## config.mk

```make
export PLATFORM = sky130hd
export DESIGN_NAME = ex_hazard_ctrl
export DESIGN_NICKNAME = d
export VERILOG_FILES = /design/src/rtl/ex_hazard_ctrl.sv
export SDC_FILE = /design/constraint.sdc
export NUM_CORES = 1
export LEC_CHECK = 0
export BUFFER_PORTS_ARGS = -buffer_cell sky130_fd_sc_hd__buf_2
export CAP_MARGIN = 15
export CORE_MARGIN = 2
export CORE_UTILIZATION = 31
export CTS_CLUSTER_DIAMETER = 120
export DETAILED_ROUTE_END_ITERATION = 7
export PLACE_DENSITY = 0.66
export SYNTH_ARGS = -nofsm -noshare
export SYNTH_HDL_FRONTEND = slang
export SYNTH_SLANG_ARGS = --single-unit
```

## constraint.sdc

```tcl
create_clock -name clock -period 2.04 [get_ports clock]
set_input_delay 0.204 -clock clock [delete_from_list [all_inputs] [get_ports clock]]
set_output_delay 0.204 -clock clock [all_outputs]
set_load 0.1 [all_outputs]
```

## src/rtl/ex_hazard_ctrl.sv

```systemverilog
// rtl/ex_hazard_ctrl.sv - EX-stage forwarding, load-use stall and branch flush control
module ex_hazard_ctrl #(
    parameter int CNT_W = 16
) (
    input  logic             clock,
    input  logic             reset_n,
    input  logic             id_valid,
    input  logic [4:0]       id_rs1,
    input  logic [4:0]       id_rs2,
    input  logic             id_uses_rs2,
    input  logic [4:0]       idex_rd,
    input  logic             idex_regwrite,
    input  logic             idex_memread,
    input  logic [4:0]       ex_rs1,
    input  logic [4:0]       ex_rs2,
    input  logic             ex_branch,
    input  logic             ex_zero,
    input  logic [4:0]       exmem_rd,
    input  logic             exmem_regwrite,
    input  logic [4:0]       memwb_rd,
    input  logic             memwb_regwrite,
    output logic [1:0]       fwd_a,
    output logic [1:0]       fwd_b,
    output logic             stall_pc,
    output logic             stall_ifid,
    output logic             bubble_idex,
    output logic             flush_ifid,
    output logic             flush_idex,
    output logic             pc_sel_branch,
    output logic [CNT_W-1:0] stall_cnt,
    output logic [CNT_W-1:0] flush_cnt
);

    typedef enum logic [1:0] {
        RUN    = 2'd0,
        LSTALL = 2'd1,
        FLUSH  = 2'd2
    } state_t;

    state_t state;
    state_t state_nxt;
    logic   lu_hz;
    logic   br_tk;
    logic   go_stall;
    logic   go_flush;

    // Every compare is ANDed with its enable so X on an idle field stays contained.
    function automatic logic [1:0] fwd_sel(input logic [4:0] rs);
        logic em_hit;
        logic mw_hit;
        em_hit = exmem_regwrite & (exmem_rd != 5'd0) & (exmem_rd == rs);
        mw_hit = memwb_regwrite & (memwb_rd != 5'd0) & (memwb_rd == rs);
        if (em_hit) begin
            return 2'b10;
        end else if (mw_hit) begin
            return 2'b01;
        end
        return 2'b00;
    endfunction

    assign lu_hz = id_valid & idex_memread & idex_regwrite & (idex_rd != 5'd0) &
                   ((idex_rd == id_rs1) | (id_uses_rs2 & (idex_rd == id_rs2)));
    assign br_tk = ex_branch & ex_zero;

    always_comb begin
        fwd_a = 2'b00;
        fwd_b = 2'b00;
        if (reset_n) begin
            fwd_a = fwd_sel(ex_rs1);
            fwd_b = fwd_sel(ex_rs2);
        end
    end

    always_comb begin
        state_nxt     = state;
        stall_pc      = 1'b0;
        stall_ifid    = 1'b0;
        bubble_idex   = 1'b0;
        flush_ifid    = 1'b0;
        flush_idex    = 1'b0;
        pc_sel_branch = 1'b0;
        go_stall      = 1'b0;
        go_flush      = 1'b0;
        case (state)
            RUN: begin
                if (br_tk) begin
                    pc_sel_branch = 1'b1;
                    flush_ifid    = 1'b1;
                    flush_idex    = 1'b1;
                    go_flush      = 1'b1;
                    state_nxt     = FLUSH;
                end else if (lu_hz) begin
                    stall_pc    = 1'b1;
                    stall_ifid  = 1'b1;
                    bubble_idex = 1'b1;
                    go_stall    = 1'b1;
                    state_nxt   = LSTALL;
                end
            end
            LSTALL:  state_nxt = RUN;
            FLUSH:   state_nxt = RUN;
            default: state_nxt = RUN;
        endcase
        if (!reset_n) begin
            stall_pc      = 1'b0;
            stall_ifid    = 1'b0;
            bubble_idex   = 1'b0;
            flush_ifid    = 1'b0;
            flush_idex    = 1'b0;
            pc_sel_branch = 1'b0;
            go_stall      = 1'b0;
            go_flush      = 1'b0;
            state_nxt     = RUN;
        end
    end

    always_ff @(posedge clock) begin
        if (!reset_n) begin
            state     <= RUN;
            stall_cnt <= '0;
            flush_cnt <= '0;
        end else begin
            state <= state_nxt;
            if (go_stall && (stall_cnt != '1)) begin
                stall_cnt <= stall_cnt + 1'b1;
            end
            if (go_flush && (flush_cnt != '1)) begin
                flush_cnt <= flush_cnt + 1'b1;
            end
        end
    end

endmodule

```

==> summary.txt, run 1 <==
STA
  • Worst-Margin Slew: 620 ps
  • Tmin final: 1920 ps
  • Slew headroom: 0.583
  • Final setup vio count: 0
  • RSZ-0062 raised after global routing: no
  • WHS: 269 ps
  • FMAX: 520 MHz
  • Clock skew: 4.90 ps
  • Slew Limit Fails: 0
  • Final Hold Vio Count: 0
  • Period utilization: 0.942

Global route
  • Vias in the first global route: 1914
  • Global route overflow: 0
  • Total Routing Usage GR: 0.142
  • First-pass GRT wire length: 8.67 mm
  • Largest net degree at the start of global routing: 28
  • Initial antenna violation count: 0

Job
  • Max-cap violations: 0

Clock tree
  • # hold bufs at CTS: 0
  • CTS Sinks: 34
  • Setup Fix Bufs, Post-CTS: 0
  • Post-CTS Resized: 0
  • Clk root buf: clkbuf_8
  • H-tree Lvls: 2
  • Clock transition at the registers of the reported paths: 70 ps
  • Num CTS Buffers: 5
  • Clock Latency Late Sink: 280 ps
  • Worst-case clock buffer depth: 2
  • CTS tree: done

Detailed routing
  • Pre-antenna DRT Iters: 4
  • Wire per inst: 12.8 um
  • Vias per cell: 5.01
  • DRT iter0 DRCs: 60
  • Via Count: 2110
  • Routed Antenna Nets: 0
  • DRC viols: 0
  • Final WL: 5.39 mm

Place
  • Port Buffers: 86
  • DP HPWL: 4.23 mm
  • Routability cong.: 0.881

Floorplanning
  • IO Pins: 87
  • Die Span X: 86.7 um
  • Die Span Y: 86.7 um
  • Site Rows: 30
  • Starting Density: 0.315
  • Core Area: 6720 sq um
  • Die Area: 7510 sq um

Worst setup path
  • Crit path max-delay cell type: or4_1
  • RR Endpoint: stall_cnt[9]$_SDFFE_PN0P_
  • Crit path max-delay family: simple AND/OR/NAND/NOR gates
  • Startpoint class of the critical path: input port
  • Crit end category: primary output
  • Buf/Inv on CP: 2
  • Worst Path Arrival: 1720 ps
  • CP Cell Sequence: buf_2 > or4_1 > o21ai_1 > nor4_1 > nor4_4 > buf_12
  • Reg-to-reg slack, setup: 200 ps
  • FF-to-FF path depth: 6
  • R2r startpoint: state[0]$_SDFFE_PP0P_
  • CP Class: input port to primary output
  • CP max stage delay: 540 ps
  • Critical Path Fanout Max: 3
  • Worst EP required: 1840 ps

Finish
  • Antenna Diode Count: 0
  • Fillers: 690
  • Most common cell after layout, fill and taps aside: buf_2
  • Share of post-route cells with drive strength above 1: 0.431
  • Final Util: 0.434
  • Synthesis-to-layout area growth: 37.5%
  • Most frequent cells in the layout: buf_2, xor2_1, dfxtp_2
  • Nets@finish: 387

Synthesis
  • Yosys warning total: 0
  • Cell variety after synth: 48
  • Avg Inst Size Synth: 8.48 sq um
  • Post-Syn Area: 2120 sq um
  • Top FF cell, synth: dfxtp_1
  • Post-Synthesis Cells: 250
  • Async S/R FF share, synth: 0
  • Post-synth EDFFs: 0
  • Register area share after synthesis: 0.321
  • FF+latch count, synth: 34
  • Syn Nets: 297

Power
  • Pwr Density: 460 nW/um^2
  • Pleak: 1.19 nW
  • Max VDD drop: 198 uV

Min path
  • Hold depth: 3
  • Worst min path class: input port to flop
  • Hold Path Sink: state[1]$_SDFFE_PN0P_
  • HP Start: ex_zero

Run status
  • Status: finished clean
## worst register-to-register path, stage by stage, from the launching register on
cell and delay [ps]:
dfxtp_1 320, nor2_4 130, nand3_1 140, nor3_4 340, nand3_4 250, or4_1 450, a21oi_1 140
## synth_stat cells, types with 2 or more instances
master    count  share of area
a21oi_1      12          0.028
a41o_1        2         0.0094
and2_1        3         0.0089
and3_1        4          0.012
and4_1        2         0.0083
buf_4         4          0.014
buf_6         2          0.011
clkbuf_1      2         0.0035
dfxtp_1      34           0.32
ha_1          2          0.012
inv_1         8          0.014
nand2_1      18          0.032
nand3_1      18          0.043
nand4_1      11          0.032
nand4_4       2          0.020
nor2_1       20          0.035
nor2_4        2          0.011
nor3_1        5          0.012
nor4_1        7          0.021
o211ai_1      2         0.0071
o21ai_0       6          0.014
o21ai_1       6          0.014
or3_1         8          0.024
or4_1         4          0.014
or4_4         2          0.011
xnor2_1      20          0.083
xor2_1       23          0.095
## stage by stage
stage / setup WS [ps] / area [sq um] / cells / total power, mW / TNS, ps
global route: 2.93 / 2920 / 421 / 1.40 / 0
detailed placement: 38.1 / 2830 / 413 / 0.889 / 0
floorplan: -296 / 2210 / 250 / 0.798 / -296
global placement: 105 / 2830 / 413 / 0.886 / 0
finish: 118 / 2920 / 421 / 1.34 / 0
CTS: 27.6 / 2910 / 421 / 1.36 / 0
## sequential cells by signal, summed over array words and instances (netlist names)
signal and cells:
state 2, stall_cnt 16, flush_cnt 16
## cell families after synthesis
kind of cell | count (synthesis) | synth area share
flops | 34 | 0.321
simple gates | 115 | 0.328
buf+inv | 18 | 0.0466
fa+ha+maj | 2 | 0.0118
mux | 1 | 0.00472
compound gates | 37 | 0.110
xor+xnor | 43 | 0.178
## routing by layer
metal  global-route usage  up-vias  part of all wire
li1                     -     1078                 -
met1                0.184      964              0.48
met2                0.241       64              0.45
met3               0.0362        4             0.063
met4               0.0298        0            0.0083
met5                    0        -                 0
## area by class of cell
cell class	count	area, sq um	area share
Inverter	9	33.8	0.0116
Multi-Input combinational cell	198	1370	0.471
Sequential cell	34	748	0.257
Tap cell	80	100	0.0343
Clock buffer	8	80.1	0.0275
Timing Repair Buffer	92	581	0.199
## how the worst max path moves through the flow
stage / startpoint / end / cells after the start
finish: exmem_rd[1] / fwd_a[0] / 6
global route: exmem_rd[1] / fwd_a[0] / 6
CTS: exmem_rd[1] / fwd_a[0] / 6
detailed placement: exmem_rd[1] / fwd_a[0] / 6
global placement: exmem_rd[1] / fwd_a[0] / 6
floorplan: exmem_rd[1] / fwd_a[0] / 4
## report_power, final
group          internal [mW]  total [mW]  switching (mW)
Clock                  0.242       0.468           0.226
Sequential             0.653       0.655         0.00275
Combinational         0.0885       0.218           0.129
Total                  0.984        1.34           0.358
No activity file was read; power rests on OpenSTA's default activity.
==> run 2, diff against run 1 <==
Settings changed: CORE_ASPECT_RATIO set to 0.9.
==> summary.txt, run 2 (same netlist as run 1, synthesis figures left out) <==
Run status
  • Status: finished clean

Worst setup path
  • Worst Setup SP: exmem_rd[1]
  • CP Cell Sequence: buf_2 > or4_1 > o21ai_0 > nor4_1 > nor4_4 > buf_12
  • R2r startpoint: state[0]$_SDFFE_PP0P_
  • FF-to-FF path depth: 6 (unchanged)
  • Reg-to-reg slack, setup: 220 ps (+20 ps)
  • Crit path max-delay cell type: or4_1
  • CP Class: input port to primary output
  • RR Endpoint: stall_cnt[9]$_SDFFE_PN0P_
  • Worst setup endpoint: fwd_a[0]
  • CP max stage delay: 510 ps (-30 ps)
  • Worst Path Arrival: 1760 ps (+40 ps)
  • Worst EP required: 1840 ps (about the same)
  • Startpoint class of the critical path: input port
  • Critical Path Fanout Max: 3 (unchanged)
  • Crit end category: primary output

Finish
  • Most common cell after layout, fill and taps aside: buf_2
  • Largest regs: flush_cnt (16), stall_cnt (16), state (2)
  • Share of post-route cells with drive strength above 1: 0.436 (+0.00459)
  • Layout Cells excl Fill: 432 (+2.6%)
  • Synthesis-to-layout area growth: 38.4%
  • Final Util: 0.445 (+0.0116)
  • Antenna Diode Count: 0 (unchanged)
  • Fillers: 699 (+1.3%)
  • Most frequent cells in the layout: buf_2, xor2_1, dfxtp_2
  • Area occupied by multi-input gates: 1370 sq um (-0.46%)
  • Storage cell area: 748 sq um (unchanged)
  • Nets@finish: 388 (+0.26%)

STA
  • Clock skew: 4.40 ps (-0.500 ps)
  • Slew Limit Fails: 0 (unchanged)
  • FMAX: 510 MHz (-2.0%)
  • Slew headroom: 0.594 (+0.0111)
  • Final Hold Vio Count: 0 (unchanged)
  • Setup TNS: 0 ps (unchanged)
  • Tmin final: 1960 ps (+39.5 ps)
  • Period utilization: 0.962 (+0.0194)
  • Final setup vio count: 0 (unchanged)
  • Worst-Margin Slew: 604 ps (-16.6 ps)
  • RSZ-0062 raised after global routing: no

Min path
  • Worst min path class: input port to flop

Clock tree
  • Worst-case clock buffer depth: 2 (unchanged)
  • Clock Latency Late Sink: 290 ps (about the same)
  • # hold bufs at CTS: 0 (unchanged)
  • Num CTS Buffers: 5 (unchanged)
  • CTS tree: done
  • Clock transition at the registers of the reported paths: 70 ps (about the same)
  • Clk root buf: clkbuf_8
  • CTS Sinks: 34 (unchanged)
  • Post-CTS Resized: 0 (unchanged)
  • Setup Fix Bufs, Post-CTS: 0 (unchanged)
  • H-tree Lvls: 2 (unchanged)

Floorplanning
  • IO Pins: 87 (unchanged)
  • Core Area: 6590 sq um (-2.0%)
  • Die Span Y: 82.4 um (-4.9%)
  • Site Rows: 28 (-6.7%)
  • Starting Density: 0.322 (+0.00635)
  • Die Span X: 91.2 um (+5.2%)
  • Die Area: 7520 sq um (about the same)

Global route
  • Vias in the first global route: 2072 (+8.3%)
  • Global route overflow: 0 (unchanged)
  • First-pass GRT wire length: 9.41 mm (+8.5%)
  • Total Routing Usage GR: 0.154 (+0.0116)
  • Largest net degree at the start of global routing: 19 (-32%)
  • Initial antenna violation count: 0 (unchanged)

Detailed routing
  • DRT iter0 DRCs: 44 (-27%)
  • Routed Antenna Nets: 0 (unchanged)
  • Vias per cell: 4.82 (-3.8%)
  • Wire per inst: 12.5 um (-2.4%)
  • Final WL: 5.40 mm (+0.15%)
  • Via Count: 2083 (-1.3%)
  • DRC viols: 0 (unchanged)
  • Pre-antenna DRT Iters: 4 (unchanged)

Place
  • Cells after DPL: 424 (+2.7%)
  • Port Buffers: 86 (unchanged)
  • DP HPWL: 4.35 mm (+2.8%)
  • Routability cong.: 0.956 (+8.5%)

Power
  • Final total power: 1.36 mW (+1.6%)
  • Pwr Density: 464 nW/um^2 (+0.92%)
  • Pleak: 1.19 nW (+0.69%)
  • Max VDD drop: 236 uV (+19%)

Job
  • Max-cap violations: 0 (unchanged)
run 2: metal layers:
layer | GRT usage | wire length (um) | share of wire | up-vias
li1 | - | - | - | 1075
met1 | 0.186 | 2370 | 0.44 | 959
met2 | 0.276 | 2700 | 0.50 | 43
met3 | 0.0399 | 275 | 0.051 | 6
met4 | 0.0394 | 54 | 0.010 | 0
met5 | 0 | 0 | 0 | -
run 2: worst min-delay path by stage:
stage / from / endpoint / cells after the start
final: reset_n / stall_cnt[12]$_SDFFE_PN0P_ / 2
after global routing: reset_n / stall_cnt[12]$_SDFFE_PN0P_ / 2
after CTS: reset_n / stall_cnt[12]$_SDFFE_PN0P_ / 2
after detailed placement: stall_cnt[9]$_SDFFE_PN0P_ / stall_cnt[9]$_SDFFE_PN0P_ / 2
after global placement: flush_cnt[1]$_SDFFE_PN0P_ / flush_cnt[1]$_SDFFE_PN0P_ / 2
after floorplan: reset_n / state[1]$_SDFFE_PN0P_ / 2
run 2: cell type report:
| class | instances | share of cell area |
|---|---|---|
| clock buffer | 5 | 0.0235 |
| clock inverter | 3 | 0.00554 |
| inverter | 9 | 0.0115 |
| multi-input combinational | 198 | 0.466 |
| sequential | 34 | 0.255 |
| tap | 90 | 0.0384 |
| timing repair buffer | 93 | 0.200 |
run 2: report_power, final:
part	switching, mW	internal, mW
Combinational	0.129	0.0896
Clock	0.255	0.234
Sequential	0.00276	0.652
Total	0.387	0.975
run 2: critical path: cells and delay by family:
kind                   cells  cell delay, ps
AND/OR/NAND/NOR            3            1000
AO/OA/AOI/OAI              1             220
buffers and inverters      2             340
run 2: through the flow:
| stage | instance area (sq um) | hold WS (ps) | worst slack, ps |
|---|---|---|---|
| floorplan | 2210 | 357 | -296 |
| global placement | 2850 | 480 | 84.0 |
| detailed placement | 2850 | 485 | 89.7 |
| CTS | 2930 | 234 | 81.5 |
| global route | 2930 | 245 | 14.9 |
| finish | 2930 | 237 | 78.4 |
==> run 3, diff against run 2 <==
Settings changed: CORE_ASPECT_RATIO 0.9 to 2.
Clock period 2.04 ns to 2.1 ns, I/O delays scaled along.
==> summary.txt, run 3 (same netlist as run 1, synthesis figures left out) <==
Detailed routing
  • Wire per inst: 14.4 um (+15%)
  • Pre-antenna DRT Iters: 4 (unchanged)
  • Via Count: 2151 (+3.3%)
  • Routed Antenna Nets: 0 (unchanged)
  • Vias per cell: 5.03 (+4.2%)
  • Final WL: 6.16 mm (+14%)
  • DRC viols: 0 (unchanged)
  • DRT iter0 DRCs: 52 (+18%)

Floorplanning
  • Die Area: 7550 sq um (+0.52%)
  • Site Rows: 42 (+50%)
  • Core Area: 6620 sq um (+0.53%)
  • Starting Density: 0.320 (-0.00170)
  • Die Span Y: 121 um (+47%)
  • Die Span X: 62.5 um (-31%)
  • IO Pins: 87 (unchanged)

Finish
  • Synthesis-to-layout area growth: 40.0%
  • Nets@finish: 386 (-0.52%)
  • Largest regs: flush_cnt (16), stall_cnt (16), state (2)
  • Fin area: 2970 sq um (+1.2%)
  • Fillers: 678 (-3.0%)
  • Most common cell after layout, fill and taps aside: buf_2
  • Antenna Diode Count: 0 (unchanged)
  • Most frequent cells in the layout: buf_2, dfxtp_2, xor2_1
  • Share of post-route cells with drive strength above 1: 0.429 (-0.00626)
  • Final Util: 0.448 (+0.00274)

Place
  • Post-Place Cell Area: 2820 sq um (-1.0%)
  • DP HPWL: 5.02 mm (+16%)
  • Routability cong.: 0.900 (-5.8%)
  • Port Buffers: 86 (unchanged)
  • Place WS: 131 ps (+41.0 ps)

Worst setup path
  • CP max stage delay: 330 ps (-180 ps)
  • Worst Setup SP: state[0]$_SDFFE_PP0P_
  • Crit path max-delay cell type: nor3_4
  • Crit path max-delay family: simple AND/OR/NAND/NOR gates
  • Buf/Inv on CP: 1 (-1)
  • Reg-to-reg slack, setup: 240 ps (+20 ps)
  • Startpoint class of the critical path: flop
  • R2r startpoint: state[0]$_SDFFE_PP0P_
  • Worst EP required: 1890 ps (+50 ps)
  • Crit end category: primary output
  • Worst setup endpoint: stall_pc
  • RR Endpoint: stall_cnt[9]$_SDFFE_PN0P_
  • CP Depth: 5 (-1)
  • CP Class: flop to primary output
  • Critical Path Fanout Max: 9 (+6)
  • Worst Path Arrival: 1720 ps (-40 ps)
  • CP Cell Sequence: nor2_4 > nand3_1 > nor3_4 > and2_4 > buf_12
  • FF-to-FF path depth: 6 (unchanged)

Clock tree
  • Clock Latency Late Sink: 290 ps (about the same)
  • Worst-case clock buffer depth: 2 (unchanged)
  • H-tree Lvls: 2 (unchanged)
  • Num CTS Buffers: 5 (unchanged)
  • # hold bufs at CTS: 0 (unchanged)
  • CTS tree: done
  • CTS Sinks: 34 (unchanged)
  • Clock transition at the registers of the reported paths: 50 ps (-20 ps)
  • Clk root buf: clkbuf_16

STA
  • Final setup vio count: 0 (unchanged)
  • Slew Limit Fails: 0 (unchanged)
  • Period utilization: 0.921
  • Tmin final: 1930 ps
  • Final WS setup: 166 ps (+88.0 ps)
  • Slew headroom: 0.560 (-0.0341)
  • Clock skew: 7.39 ps (+2.99 ps)
  • FMAX: 517 MHz
  • Worst-Margin Slew: 655 ps (+50.7 ps)
  • RSZ-0062 raised after global routing: no
  • Final Hold Vio Count: 0 (unchanged)

Global route
  • Global route overflow: 0 (unchanged)
  • Vias in the first global route: 2097 (+1.2%)
  • First-pass GRT wire length: 9.92 mm (+5.4%)
  • Largest net degree at the start of global routing: 19 (unchanged)
  • Initial antenna violation count: 0 (unchanged)
  • Total Routing Usage GR: 0.170 (+0.0160)

Job
  • Max-cap violations: 0 (unchanged)

Run status
  • Status: finished clean

Min path
  • Worst min path class: input port to flop

Power
  • Pwr Density: 539 nW/um^2 (+16%)
  • Max VDD drop: 550 uV (+130%)
  • Pleak: 1.22 nW (+1.7%)
-- run 3: worst min path at each step --
stage                                         start                        end  depth (start not counted)
after global routing                        ex_zero      state[1]$_SDFFE_PN0P_                          3
final                                       ex_zero      state[1]$_SDFFE_PN0P_                          3
after floorplan                             reset_n      state[1]$_SDFFE_PN0P_                          2
after CTS                                   ex_zero      state[1]$_SDFFE_PN0P_                          3
after detailed placement  flush_cnt[1]$_SDFFE_PN0P_  flush_cnt[1]$_SDFFE_PN0P_                          2
after global placement    flush_cnt[1]$_SDFFE_PN0P_  flush_cnt[1]$_SDFFE_PN0P_                          2
-- run 3: area by class of cell --
cell class / count / area, sq um / area share
sequential: 34 / 737 / 0.248
tap: 88 / 110 / 0.0371
multi-input combinational: 198 / 1370 / 0.460
clock buffer: 7 / 143 / 0.0481
clock inverter: 1 / 5.00 / 0.00169
inverter: 9 / 33.8 / 0.0114
timing repair buffer: 91 / 573 / 0.193
-- run 3: metal layers --
metal	part of all wire	wire, um	track usage
met4	0.042	256	0.111
met1	0.34	2120	0.157
met2	0.55	3410	0.325
met5	0	0	0
met3	0.060	369	0.0390
-- run 3: power breakdown --
part           leakage [nW]  total [mW]  internal [mW]  switching [mW]
clock network        0.0739       0.739          0.469           0.270
registers             0.292       0.642          0.639         0.00269
logic                 0.849       0.218         0.0861           0.132
-- run 3: stage by stage --
step,power (mW),instances,hold WS (ps),TNS [ps]
floorplan,0.779,250,363,-465
global placement,0.872,420,466,0
detailed placement,0.873,420,478,0
CTS,1.62,428,248,0
global route,1.66,428,275,0
finish,1.60,428,246,0
-- run 3: repair_timing --
action                                  in CTS  in global routing
setup buffers                                0                  0
hold endpoints to repair                     0                  0
gates resized for setup                      0                  1
endpoints found under the setup margin       0                  1
-- run 3: worst min-delay path, delay by kind of cell --
family	cells	cell delay [ps]
buffers and inverters	2	160
AND/OR/NAND/NOR	1	120
